--- src/rtl/universal_shiftreg_param.sv ---
// universal_shiftreg_param
// Parametrised universal shift register with hold/shift/load/rotate/
// arithmetic-shift/clear modes, a clock enable, and a self-timed serial
// burst engine that shifts a programmed number of bits out in either
// direction, reporting busy while running and a one-cycle done pulse.

module universal_shiftreg_param #(
  parameter  int WIDTH = 8,
  localparam int CW    = $clog2(WIDTH + 1)
) (
  input  logic             clk,
  input  logic             rst,
  input  logic             en,
  input  logic [2:0]       mode,
  input  logic [WIDTH-1:0] p_din,
  input  logic             s_left_din,
  input  logic             s_right_din,
  input  logic             burst_start,
  input  logic [CW-1:0]    burst_len,
  input  logic             burst_dir,
  output logic [WIDTH-1:0] p_dout,
  output logic             s_right_dout,
  output logic             s_left_dout,
  output logic             busy,
  output logic             done
);

  typedef enum logic {
    IDLE  = 1'b0,
    SHIFT = 1'b1
  } state_t;

  typedef enum logic [2:0] {
    MODE_HOLD  = 3'b000,
    MODE_SHL   = 3'b001,
    MODE_SHR   = 3'b010,
    MODE_LOAD  = 3'b011,
    MODE_ROTL  = 3'b100,
    MODE_ROTR  = 3'b101,
    MODE_ASR   = 3'b110,
    MODE_CLEAR = 3'b111
  } mode_t;

  localparam logic [CW-1:0] WIDTH_LEN = CW'(WIDTH);
  localparam logic [CW-1:0] ONE_LEN   = CW'(1);

  state_t           state, state_next;
  logic [WIDTH-1:0] q, q_next;
  logic [CW-1:0]    count, count_next;
  logic             dir, dir_next;     // latched burst direction: 1 = left
  logic             done_next;
  logic             accept;            // burst request taken this edge
  logic             last_shift;        // this edge performs the final burst shift

  assign accept     = en && (state == IDLE) && burst_start && (burst_len != '0);
  assign last_shift = en && (state == SHIFT) && (count == ONE_LEN);

  // State register: the only place the burst FSM state is updated.
  always_ff @(posedge clk) begin
    // NOTE: sequential state uses non-blocking assignments so every flop
    // samples the pre-edge values regardless of block ordering.
    if (rst) state <= IDLE;
    else     state <= state_next;
  end

  // Next-state logic: start on an accepted request, finish on the last shift.
  always_comb begin
    // NOTE: defaulting every comb output first keeps unlisted paths from
    // inferring latches.
    state_next = state;
    unique case (state)
      IDLE:  if (accept)     state_next = SHIFT;
      SHIFT: if (last_shift) state_next = IDLE;
      default:               state_next = IDLE;
    endcase
  end

  // Output/datapath logic: next register value, burst count, direction, done.
  always_comb begin
    q_next     = q;
    count_next = count;
    dir_next   = dir;
    done_next  = 1'b0;
    if (en) begin
      if (state == SHIFT) begin
        q_next     = dir ? {q[WIDTH-2:0], s_left_din} : {s_right_din, q[WIDTH-1:1]};
        count_next = count - ONE_LEN;
        done_next  = last_shift;
      end else if (accept) begin
        // Register is untouched on the accept edge; mode is ignored.
        count_next = (burst_len > WIDTH_LEN) ? WIDTH_LEN : burst_len;
        dir_next   = burst_dir;
      end else begin
        case (mode_t'(mode))
          MODE_HOLD:  q_next = q;
          MODE_SHL:   q_next = {q[WIDTH-2:0], s_left_din};
          MODE_SHR:   q_next = {s_right_din, q[WIDTH-1:1]};
          MODE_LOAD:  q_next = p_din;
          MODE_ROTL:  q_next = {q[WIDTH-2:0], q[WIDTH-1]};
          MODE_ROTR:  q_next = {q[0], q[WIDTH-1:1]};
          MODE_ASR:   q_next = {q[WIDTH-1], q[WIDTH-1:1]};
          MODE_CLEAR: q_next = '0;
          default:    q_next = q;
        endcase
      end
    end
  end

  // Datapath registers; reset wins over the enable.
  always_ff @(posedge clk) begin
    if (rst) begin
      q     <= '0;
      count <= '0;
      dir   <= 1'b0;
      done  <= 1'b0;
    end else begin
      q     <= q_next;
      count <= count_next;
      dir   <= dir_next;
      done  <= done_next;
    end
  end

  assign p_dout       = q;
  assign s_right_dout = q[0];
  assign s_left_dout  = q[WIDTH-1];
  assign busy         = (state == SHIFT);

endmodule

--- config.mk ---
export PLATFORM = sky130hd
export DESIGN_NAME = universal_shiftreg_param
export DESIGN_NICKNAME = d
export VERILOG_FILES = /design/src/rtl/universal_shiftreg_param.sv
export SDC_FILE = /design/constraint.sdc
export NUM_CORES = 1
export LEC_CHECK = 0
export CAP_MARGIN = 20
export CORE_ASPECT_RATIO = 1.25
export CORE_MARGIN = 4
export CORE_UTILIZATION = 45
export CTS_CLUSTER_SIZE = 8
export DETAILED_ROUTE_END_ITERATION = 10
export MAX_ROUTING_LAYER = met4
export PLACE_DENSITY = 0.76
export SLEW_MARGIN = 20
export SYNTH_ARGS = -nofsm -noshare
export SYNTH_HDL_FRONTEND = slang
export SYNTH_SLANG_ARGS = --single-unit
--- constraint.sdc ---
create_clock -name clk -period 3 [get_ports clk]
set_input_delay 0.9 -clock clk [delete_from_list [all_inputs] [get_ports clk]]
set_output_delay 0.9 -clock clk [all_outputs]
set_load 0.03 [all_outputs]
==> out/qor.csv <==
metric;value;unit
reg2reg_depth;5;
antenna_cells;0;
die_w;53.8;µm
setup_viol;0;
synth_ff_type;dfxtp_1;
first_pass_iters;5;
yosys.area.top_type_share;25.5;%
slew-limit-headroom;63.0;%
areaGrowthSynthToFinish;29.3;%
rsz0062_at_grt;no;
die-area;0.00351;mm²
cp_data_required_time;3.20;ns
r2r-start;busy;
htree_levels;1;
numClockSinks;15;
grt_max_degree;28;
synthTopCellsByArea;dfxtp_1, a31oi_1, a211oi_1;
finalNetCount;202;
fin_crit_sh;80.2;%
path_depth;5;
async_flop_share;0;%
clkLatencyLatePin;0.29;ns
cts_hold_buf;0;
fin_util;61.6;%
crit_fanout;14;
synth_warnings;0;
drtIter0Drc;37;
ys_seq_area_share;25.5;%
yosys.area.top_type;dfxtp_1;
regToRegEndpoint;p_dout[5];
worstMarginPinSlew;0.554;ns
crit_family;compound AO/OA/AOI/OAI gates;
fin_ws;0.595;ns
cts.reportedPaths.clkPinSlew;0.11;ns
rows;20;
startpoint;burst_len[3];
antenna_found_initial;0;
drc;0;
netlist_instances;150;
num_io_pins;34;
cts_root_buf;clkbuf_4;
slew_viol_final;0;
final_layout_size_suffix_gt1_share;6.78;%
peakVddDrop;216;µV
avgSynthCellArea;7.87;µm²
tritoncts;yes;
arrival;2.61;ns
antenna_left;0;
cts_buffer_depth;2;
coreArea;0.00248;mm²
place_congestion;0.845;
mappedNetlistArea;0.00118;mm²
cts_inserted_buffers;3;
cp-endpoint;p_dout[5];
tns;0;ns
skew;0.0106;ns
hold_slack;0.522;ns
pre_cts_ws;0.295;ns
post_drt_wl_per_cell;16.0;µm
worst-path-buf-inv;1;
p_leak;0.000574;µW
synth_edf_count;0;
layoutNonFillerInstCount;210;
critPathLaunchType;input port;
max_stage_delay;0.54;ns
worstSetupPathType;in -> reg;
portBuffers;33;
powerDensity;362;mW/mm²
syn_nets;174;
cp_cell_sequence;clkdlybuf4s50_1 -> o41a_1 -> a21oi_4 -> nor2_1 -> a41o_1;
outcome;complete, no violations;
ys_types;42;
grt_pass1_vias;1266;
cap_violations;0;
slowest_stage;o41a_1;
nFillCells;238;
worstHoldPathType;reg -> reg;
die_height;65.3;µm
dr_total_vias;1246;
cts_setup_buffers;0;
post-dp-hpwl;2510;µm
cts_resized;0;
critPathCaptureType;register;
ys_ff_latch;15;
grt.total_usage;21.6;%
dp.cells;206;
final.min_clock_period;2.40;ns
via_per_inst;5.93;
drt-total-wl;3350;µm
fmax;416;MHz
grt_pass1_wl;5530;µm
initial_core_util;47.6;%
hold_viol;0;
gr-total-overflow;0;
rrSetupSlack;1.40;ns
-- layer usage --
metal  GRT usage, %  routed length, µm  vias up
met1           22.7               1400      576
met5              -                  0        -
li1               -                  -      622
met2           38.0               1740       40
met4           10.9                 70        0
met3           2.72                141        8
-- logic make-up (layout without fill, tap and decap cells) --
kind of cell,count (synthesis),count (layout),share of synthesized area [%]
multiplexers,5,5,4.35
flip-flops,15,15,25.5
buffers and inverters,22,49,9.33
adder cells (fa/ha/maj),2,2,2.12
AO/OA/AOI/OAI,59,59,36.9
XOR/XNOR,2,2,1.48
AND/OR/NAND/NOR,45,45,20.4
-- flip-flops by register name, summed over array words and instances, names as in the netlist --
name and flops:
p_dout 8, count 4, busy 1, dir 1, done 1
-- worst min-delay path by stage --
stage / from / to / slack (ns) / cells after the start
CTS: count[3] / count[3] / 0.53 / 2
global placement: count[3] / count[3] / 0.49 / 2
floorplan: count[2] / count[2] / 0.47 / 2
detailed placement: count[3] / count[3] / 0.51 / 2
global route: count[2] / count[2] / 0.56 / 2
finish: count[3] / count[3] / 0.52 / 2
-- cells in the mapped netlist (2+ instances only) --
cell and number:
dfxtp_1 15, nand2_1 11, a31oi_1 10, inv_1 8, a21oi_1 7, o21ai_0 7, a211oi_1 6, nor2_1 6
a211o_1 5, and3_1 5, nand2b_1 5, nand3_1 5, nor2b_1 5, o211ai_1 5, buf_2 4, buf_4 4
mux2i_1 4, clkbuf_1 3, nor3_1 3, o21ai_1 3, a221o_1 2, a41o_1 2, and3b_1 2, ha_1 2
nand3b_1 2, o21a_1 2, o32ai_1 2
-- report_power, final --
| part | switching (µW) | internal, µW | total (µW) |
|---|---|---|---|
| registers | 21.4 | 213 | 234 |
| clock network | 73.5 | 49.6 | 123 |
| logic | 102 | 93.2 | 195 |
-- worst reg2reg max path, delay by kind of cell, from the launching register on --
| family | cells | cell delay, ns |
|---|---|---|
| AOI/OAI and AO/OA | 2 | 0.58 |
| DFF | 1 | 0.35 |
| and+or+nand+nor | 1 | 0.09 |
| buffers and inverters | 2 | 0.50 |
-- through the flow --
| step | power, µW | area [µm²] |
|---|---|---|
| floorplan | 358 | 1180 |
| detailed placement | 433 | 1500 |
| CTS | 559 | 1530 |
| finish | 553 | 1530 |
| global placement | 429 | 1500 |
| global route | 590 | 1530 |
-- cells in the final DEF, fill, tap and decap left out, types with 3 or more instances in the layout --
cell	netlist	layout
clkbuf_4	0	3
nor3_1	3	3
a31oi_1	10	10
nand2_1	11	11
clkdlybuf4s50_1	0	33
mux2i_1	4	4
and3_1	5	5
nor2_1	6	6
nor2b_1	5	5
nand2b_1	5	5
buf_4	4	3
a211oi_1	6	6
a21oi_1	7	7
o21ai_0	7	7
nand3_1	5	5
inv_1	8	8
dfxtp_1	15	15
o21ai_1	3	3
o211ai_1	5	5
a211o_1	5	5
-- layout make-up --
cell class	instances	area [µm²]	share of cell area, %
multi-input cells	113	769	50.5
repair buffers	36	353	23.1
flip-flops and latches	15	300	19.7
inverters	9	33.8	2.21
clock inverters	1	5.00	0.328
well taps	33	41.3	2.71
clock buffers	3	22.5	1.48
Power figures use the tool's default switching activity.
